### src/rtl/alu_rr_sched_pkg.sv
// Shared definitions for the round-robin ALU scheduler: opcodes, FSM states
// and opcode classification helpers.
package alu_rr_sched_pkg;

  localparam int DW_DEF  = 4;
  localparam int OPW_DEF = 3;

  localparam logic [OPW_DEF-1:0] OP_SUB = 3'b000;
  localparam logic [OPW_DEF-1:0] OP_ADD = 3'b001;
  localparam logic [OPW_DEF-1:0] OP_NOT = 3'b010;
  localparam logic [OPW_DEF-1:0] OP_OR  = 3'b011;
  localparam logic [OPW_DEF-1:0] OP_AND = 3'b100;

  typedef enum logic [1:0] {
    ST_IDLE = 2'b00,
    ST_EXEC = 2'b01,
    ST_RESP = 2'b10
  } state_e;

  // Legal opcodes span SUB through AND; higher encodings are flagged as errors.
  function automatic logic op_is_legal(input logic [OPW_DEF-1:0] op);
    return (op <= OP_AND);
  endfunction

  // Only SUB and ADD produce a meaningful overflow flag.
  function automatic logic op_is_arith(input logic [OPW_DEF-1:0] op);
    return (op == OP_SUB) || (op == OP_ADD);
  endfunction

endpackage

### src/rtl/alu_rr_arb2.sv
// Two-way round-robin grant: a lone valid requester wins outright; when both
// are valid the pointer picks the winner (0 -> requester 0).
module alu_rr_arb2 (
  input  logic i_valid0,
  input  logic i_valid1,
  input  logic i_ptr,
  output logic o_gnt0,
  output logic o_gnt1,
  output logic o_id
);

  assign o_gnt0 = i_valid0 && (!i_valid1 || !i_ptr);
  assign o_gnt1 = i_valid1 && (!i_valid0 ||  i_ptr);
  assign o_id   = o_gnt1;

endmodule

### src/rtl/alu_rr_sched.sv
// Shares one external ALU between two requesters: round-robin accept, hold the
// ALU operands for EXEC_CYCLES, capture and clean the result, return it per requester.
module alu_rr_sched
  import alu_rr_sched_pkg::*;
#(
  parameter int DW          = DW_DEF,
  parameter int OPW         = OPW_DEF,
  parameter int EXEC_CYCLES = 1,
  parameter int CNT_W       = 8
) (
  input  logic             clk,
  input  logic             rst,
  input  logic             req0_valid,
  output logic             req0_ready,
  input  logic [DW-1:0]    req0_a,
  input  logic [DW-1:0]    req0_b,
  input  logic [OPW-1:0]   req0_op,
  output logic             resp0_valid,
  input  logic             resp0_ready,
  output logic [DW-1:0]    resp0_r,
  output logic             resp0_ov,
  output logic             resp0_err,
  input  logic             req1_valid,
  output logic             req1_ready,
  input  logic [DW-1:0]    req1_a,
  input  logic [DW-1:0]    req1_b,
  input  logic [OPW-1:0]   req1_op,
  output logic             resp1_valid,
  input  logic             resp1_ready,
  output logic [DW-1:0]    resp1_r,
  output logic             resp1_ov,
  output logic             resp1_err,
  output logic [DW-1:0]    alu_a,
  output logic [DW-1:0]    alu_b,
  output logic [OPW-1:0]   alu_op,
  input  logic [DW-1:0]    alu_r,
  input  logic             alu_ov,
  output logic             busy,
  output logic [CNT_W-1:0] op_count
);

  localparam int            EW        = (EXEC_CYCLES > 1) ? $clog2(EXEC_CYCLES) : 1;
  localparam logic [EW-1:0] EXEC_LAST = EW'(EXEC_CYCLES - 1);

  state_e           r_state;
  state_e           w_next_state;
  logic             r_rr_ptr;
  logic             r_id;
  logic [OPW-1:0]   r_op;
  logic [EW-1:0]    r_exec_cnt;
  logic [DW-1:0]    r_alu_a;
  logic [DW-1:0]    r_alu_b;
  logic [OPW-1:0]   r_alu_op;
  logic [DW-1:0]    r_res;
  logic             r_ov;
  logic             r_err;
  logic             r_resp_valid0;
  logic             r_resp_valid1;
  logic [CNT_W-1:0] r_op_count;

  logic             w_gnt0;
  logic             w_gnt1;
  logic             w_id;
  logic             w_idle;
  logic             w_accept;
  logic             w_exec_last;
  logic             w_resp_hs;
  logic [DW-1:0]    w_sel_a;
  logic [DW-1:0]    w_sel_b;
  logic [OPW-1:0]   w_sel_op;

  alu_rr_arb2 u_arb (
    .i_valid0 (req0_valid),
    .i_valid1 (req1_valid),
    .i_ptr    (r_rr_ptr),
    .o_gnt0   (w_gnt0),
    .o_gnt1   (w_gnt1),
    .o_id     (w_id)
  );

  // Ready is only offered while idle and never during reset, so no handshake can slip past rst.
  assign w_idle      = (r_state == ST_IDLE) && !rst;
  assign req0_ready  = w_idle && w_gnt0;
  assign req1_ready  = w_idle && w_gnt1;
  assign w_accept    = w_idle && (w_gnt0 || w_gnt1);

  assign w_sel_a     = w_id ? req1_a  : req0_a;
  assign w_sel_b     = w_id ? req1_b  : req0_b;
  assign w_sel_op    = w_id ? req1_op : req0_op;

  assign w_exec_last = (r_state == ST_EXEC) && (r_exec_cnt == EXEC_LAST);
  assign w_resp_hs   = (r_state == ST_RESP) && (r_id ? resp1_ready : resp0_ready);

  // FSM state register.
  always_ff @(posedge clk) begin
    if (rst) begin
      r_state <= ST_IDLE;
    end else begin
      r_state <= w_next_state;
    end
  end

  // FSM next-state logic.
  always_comb begin
    w_next_state = r_state;
    case (r_state)
      ST_IDLE: begin
        if (w_accept) begin
          w_next_state = ST_EXEC;
        end else begin
          w_next_state = ST_IDLE;
        end
      end
      ST_EXEC: begin
        if (w_exec_last) begin
          w_next_state = ST_RESP;
        end else begin
          w_next_state = ST_EXEC;
        end
      end
      ST_RESP: begin
        if (w_resp_hs) begin
          w_next_state = ST_IDLE;
        end else begin
          w_next_state = ST_RESP;
        end
      end
      default: w_next_state = ST_IDLE;
    endcase
  end

  // Request latching, ALU drive, result capture and response bookkeeping.
  always_ff @(posedge clk) begin
    if (rst) begin
      r_rr_ptr      <= 1'b0;
      r_id          <= 1'b0;
      r_op          <= {OPW{1'b0}};
      r_exec_cnt    <= {EW{1'b0}};
      r_alu_a       <= {DW{1'b0}};
      r_alu_b       <= {DW{1'b0}};
      r_alu_op      <= OP_SUB;
      r_res         <= {DW{1'b0}};
      r_ov          <= 1'b0;
      r_err         <= 1'b0;
      r_resp_valid0 <= 1'b0;
      r_resp_valid1 <= 1'b0;
      r_op_count    <= {CNT_W{1'b0}};
    end else begin
      case (r_state)
        ST_IDLE: begin
          if (w_accept) begin
            r_id       <= w_id;
            r_op       <= w_sel_op;
            r_exec_cnt <= {EW{1'b0}};
            // An illegal opcode leaves the ALU idle on SUB; its operands are not forwarded.
            if (op_is_legal(w_sel_op)) begin
              r_alu_a  <= w_sel_a;
              r_alu_b  <= w_sel_b;
              r_alu_op <= w_sel_op;
            end else begin
              r_alu_op <= OP_SUB;
            end
          end
        end
        ST_EXEC: begin
          if (w_exec_last) begin
            r_res         <= op_is_legal(r_op) ? alu_r : {DW{1'b0}};
            r_ov          <= op_is_arith(r_op) ? alu_ov : 1'b0;
            r_err         <= !op_is_legal(r_op);
            r_resp_valid0 <= !r_id;
            r_resp_valid1 <= r_id;
          end else begin
            r_exec_cnt <= r_exec_cnt + EW'(1);
          end
        end
        ST_RESP: begin
          if (w_resp_hs) begin
            r_resp_valid0 <= 1'b0;
            r_resp_valid1 <= 1'b0;
            r_rr_ptr      <= !r_id;
            if (r_op_count != {CNT_W{1'b1}}) begin
              r_op_count <= r_op_count + CNT_W'(1);
            end
          end
        end
        default: begin
          r_resp_valid0 <= 1'b0;
          r_resp_valid1 <= 1'b0;
        end
      endcase
    end
  end

  assign alu_a       = r_alu_a;
  assign alu_b       = r_alu_b;
  assign alu_op      = r_alu_op;
  assign resp0_valid = r_resp_valid0;
  assign resp1_valid = r_resp_valid1;
  assign resp0_r     = r_res;
  assign resp1_r     = r_res;
  assign resp0_ov    = r_ov;
  assign resp1_ov    = r_ov;
  assign resp0_err   = r_err;
  assign resp1_err   = r_err;
  assign busy        = (r_state != ST_IDLE);
  assign op_count    = r_op_count;

endmodule

### config.mk
export PLATFORM = sky130hd
export DESIGN_NAME = alu_rr_sched
export DESIGN_NICKNAME = d
export VERILOG_FILES = /design/src/rtl/alu_rr_sched_pkg.sv /design/src/rtl/alu_rr_arb2.sv /design/src/rtl/alu_rr_sched.sv
export SDC_FILE = /design/constraint.sdc
export NUM_CORES = 1
export LEC_CHECK = 0
export CORE_ASPECT_RATIO = 1.25
export CORE_UTILIZATION = 43
export DETAILED_ROUTE_END_ITERATION = 10
export PLACE_DENSITY = 0.81
export SLEW_MARGIN = 15
export SYNTH_ARGS = -nofsm -noshare
export SYNTH_HDL_FRONTEND = slang
export SYNTH_HIERARCHICAL = 1
export SYNTH_SLANG_ARGS = --single-unit
export TNS_END_PERCENT = 50
### constraint.sdc
create_clock -name clk -period 3.46 [get_ports clk]
set_clock_uncertainty 0.2 [all_clocks]
set_input_delay 0.519 -clock clk [delete_from_list [all_inputs] [get_ports clk]]
set_output_delay 0.519 -clock clk [all_outputs]
set_load 0.005 [all_outputs]
==> impl_table.tex <==
\begin{tabular}{lr}
\hline
Metric & Value \\
\hline
\multicolumn{2}{l}{\textbf{Run status}} \\
\quad Outcome & finished, violations left \\
\quad Violations in the final reports & design-rule violations \\
\multicolumn{2}{l}{\textbf{Placed design}} \\
\quad Input/output buffers & 68 \\
\quad Placer Congestion & 0.740 \\
\quad Placed Area & 0.00232 mm² \\
\quad Detailed placer's ending HPWL & 2640 µm \\
\multicolumn{2}{l}{\textbf{Global routing}} \\
\quad Gr ovfl total & 0 \\
\quad Number of antenna violations at the first check in global routing & 0 \\
\quad Overall track demand over capacity in global routing & 18.7\% \\
\quad Pin count of the biggest net entering global routing & 24 \\
\quad Via count of the first global-routing pass & 1,360 \\
\quad Global-route wire length before repair & 5910 µm \\
\multicolumn{2}{l}{\textbf{Setup path}} \\
\quad Setup CP Type & input port to output port \\
\quad Required time reported for the critical path endpoint & 2.74 ns \\
\quad Critical register-to-register path startpoint & r\_rr\_ptr \\
\quad CP arrival & 2.14 ns \\
\quad Critical path endpoint category & output port \\
\quad Worst-path fanout max & 10 \\
\quad Source of the critical timing path & req1\_valid \\
\quad CP startpoint kind & input port \\
\multicolumn{2}{l}{\textbf{Synth}} \\
\quad Mean instance size in the synthesized netlist & 9.17 µm² \\
\quad Share of flip-flops with an asynchronous set or reset after synthesis & 0\% \\
\quad Top cell type by total area after synthesis & sky130\_fd\_sc\_hd\_\_dfxtp\_1 \\
\quad Fraction of the yosys area taken by sequential cells & 42.2\% \\
\quad Top cells by area, synth & sky130\_fd\_sc\_hd\_\_dfxtp\_1 42\%, sky130\_fd\_sc\_hd\_\_mux2i\_1 6.6\%, sky130\_fd\_sc\_hd\_\_nor2\_1 5.0\%, sky130\_fd\_sc\_hd\_\_a211oi\_1 4.5\%, sky130\_fd\_sc\_hd\_\_a21oi\_1 3.3\% \\
\quad Share of Yosys cell area claimed by the top area cell type & 42.2\% \\
\quad Count of different cell masters after synthesis & 43 \\
\quad Yosys warning total & 6 \\
\quad Cell Area, Synth & 0.00166 mm² \\
\quad Post-synth EDFFs & 0 \\
\quad Mapped Cells & 181 \\
\quad Post-synth net total & 215 \\
\quad Register bit count reported by yosys & 35 \\
\quad Most used flip-flop cell after synthesis & sky130\_fd\_sc\_hd\_\_dfxtp\_1 \\
\multicolumn{2}{l}{\textbf{CTS}} \\
\quad Number of hold buffers added after CTS & 0 \\
\quad Maximum level of the CTS H-tree & 2 \\
\quad Clock sinks & 35 \\
\quad Number of buffers inserted during clock tree synthesis & 5 \\
\quad Clk Latency, worst-skew pair & 0.28 ns \\
\quad Post-CTS Setup Inserts & 0 \\
\quad Clock-pin transition on the worst setup and hold timing paths & 0.07 ns \\
\quad CTS tree & built \\
\quad Root buffer cell & sky130\_fd\_sc\_hd\_\_clkbuf\_8 \\
\quad Clock tree buffer depth & 2 \\
\quad Number of gates resized after cts & 0 \\
\multicolumn{2}{l}{\textbf{Floorplan}} \\
\quad Horizontal extent of the die & 57.6 µm \\
\quad Core Region & 0.00360 mm² \\
\quad Io pins & 69 \\
\quad Vertical die dimension & 71.5 µm \\
\quad Die Footprint & 0.00412 mm² \\
\quad Initial cell density of the core & 46.1\% \\
\quad Number of core rows & 24 \\
\multicolumn{2}{l}{\textbf{Routing}} \\
\quad 1st-pass router iterations & 9 \\
\quad Via count & 1,526 \\
\quad Number of nets still failing antenna checks after routing & 0 \\
\quad Routed wire length & 3700 µm \\
\quad Average wire per standard cell & 13.1 µm \\
\quad Final routed DRC violation total & 8 \\
\quad Iteration-0 DRC Markers & 43 \\
\quad Ratio of routed vias to standard cells & 5.39 \\
\multicolumn{2}{l}{\textbf{Timing}} \\
\quad Pins over their slew limit & 0 \\
\quad Setup violators final & 0 \\
\quad Ratio of final minimum period to clock period & 82.6\% \\
\quad Worst-case headroom to the max-slew limit & 28.4\% \\
\quad Unrepaired setup endpoints after global routing & no \\
\quad Highest achievable clock rate & 0.350 GHz \\
\quad Slew at the pin with the worst max-slew slack & 1.06 ns \\
\quad Minimum period implied by the final worst setup slack & 2.86 ns \\
\quad Final Hold Violating Endpoints & 0 \\
\quad Setup TNS & 0 ns \\
\multicolumn{2}{l}{\textbf{Cells and area}} \\
\quad Total area of multi-input combinational cells & 837 µm² \\
\quad Antenna Diode Count & 0 \\
\quad Sequential standard cell area & 701 µm² \\
\quad Finished Cell Area & 0.00240 mm² \\
\quad Area Overhead vs Synth & 44.4\% \\
\quad Most common library cell in the layout ignoring fill and taps & sky130\_fd\_sc\_hd\_\_clkdlybuf4s50\_1 \\
\quad Most frequent cells in the layout & 68 x sky130\_fd\_sc\_hd\_\_clkdlybuf4s50\_1, 35 x sky130\_fd\_sc\_hd\_\_dfxtp\_1, 22 x sky130\_fd\_sc\_hd\_\_nor2\_1 \\
\quad Final layout net count & 277 \\
\quad Number of fill cells in the layout & 326 \\
\quad Fraction of layout cells with a size suffix above 1 & 8.20\% \\
\multicolumn{2}{l}{\textbf{Power and ir drop}} \\
\quad P\_leak & 0.826 nW \\
\quad Worst voltage drop across the vdd grid & 0.201 mV \\
\quad Areal power density over the cells & 368 mW/mm² \\
\multicolumn{2}{l}{\textbf{Job}} \\
\quad Max cap viols & 0 \\
\multicolumn{2}{l}{\textbf{Worst hold path}} \\
\quad Type of the tightest min-delay check & flop to flop \\
\quad Hold Crit Start & alu\_op[0] \\
\hline
\end{tabular}
final timing paths:
check | to | slack [ns] | cells after the start
worst max-delay path | req1_ready | 0.60 | 4
worst min-delay path | alu_op[0] | 0.25 | 2
worst max register to register | alu_b[0] | 0.93 | 6
worst min register to register | alu_op[0] | 0.25 | 2
cells in the mapped netlist, types with 2 or more instances:
cell	instances
sky130_fd_sc_hd__buf_6	2
sky130_fd_sc_hd__xor2_1	2
sky130_fd_sc_hd__nor2_1	22
sky130_fd_sc_hd__nand3_1	3
sky130_fd_sc_hd__buf_2	2
sky130_fd_sc_hd__o21ai_0	8
sky130_fd_sc_hd__mux2i_1	11
sky130_fd_sc_hd__nand2b_1	5
sky130_fd_sc_hd__a211oi_1	10
sky130_fd_sc_hd__inv_1	5
sky130_fd_sc_hd__nand3b_1	2
sky130_fd_sc_hd__or3_1	5
sky130_fd_sc_hd__and2_1	2
sky130_fd_sc_hd__nor3_1	2
sky130_fd_sc_hd__or3_4	2
sky130_fd_sc_hd__nand2_1	8
sky130_fd_sc_hd__a22oi_1	5
sky130_fd_sc_hd__a211oi_2	2
sky130_fd_sc_hd__clkbuf_1	6
sky130_fd_sc_hd__a21boi_1	2
sky130_fd_sc_hd__a21oi_1	11
sky130_fd_sc_hd__buf_4	7
sky130_fd_sc_hd__dfxtp_1	35
sky130_fd_sc_hd__nor4b_1	2
sky130_fd_sc_hd__nand4_1	2
logic make-up after synthesis:
kind of cell | count (synthesis) | share of synthesized area (%)
xor gates and xnor gates | 2 | 1.06
buffers and inverters | 22 | 7.61
adders and majority gates | 1 | 0.753
AOI/OAI and AO/OA | 47 | 20.4
and+or+nand+nor | 61 | 19.7
DFF | 35 | 42.2
muxes | 13 | 8.21
registers in the layout, summed over array words and instances, names as in the netlist, 2 cells and up:
register / cells
resp0_r: 4
alu_op: 3
r_op: 3
op_count: 8
alu_a: 4
alu_b: 4
r_state: 2
stage by stage:
stage               power, mW  cells  setup slack, ns  hold WS, ns  util (%)
global route            0.929    283            0.429        0.274      66.5
detailed placement      0.609    275            0.352        0.249      64.3
global placement        0.606    275            0.425        0.240      64.3
CTS                     0.893    283            0.591        0.255      66.5
floorplan               0.527    181             1.08        0.237         -
finish                  0.881    283            0.602        0.250      66.5
layout make-up:
class                           count  area share [%]
Clock inverter                      1           0.209
Timing Repair Buffer               72            29.6
Clock buffer                        7            3.18
Multi-Input combinational cell    124            34.9
Sequential cell                    35            29.2
Inverter                            5           0.783
Tap cell                           39            2.04
critical path, cell delays in order:
cell	delay (ns)
sky130_fd_sc_hd__clkdlybuf4s50_1	0.47
sky130_fd_sc_hd__a21boi_2	0.45
sky130_fd_sc_hd__and2_1	0.20
sky130_fd_sc_hd__clkdlybuf4s50_1	0.50
power by group:
| part | leakage (nW) | switching, mW | total, mW | internal (mW) |
|---|---|---|---|---|
| clock | 0.0422 | 0.139 | 0.281 | 0.141 |
| sequential | 0.285 | 0.0137 | 0.437 | 0.423 |
| combinational | 0.499 | 0.0644 | 0.164 | 0.0996 |
| total | 0.826 | 0.218 | 0.881 | 0.664 |
metal layers:
layer	share of wire [%]	GRT usage, %
met5	0	0
met4	2.3	8.94
met3	8.4	5.60
met2	43	29.5
met1	46	23.1
Power figures use the tool's default switching activity.
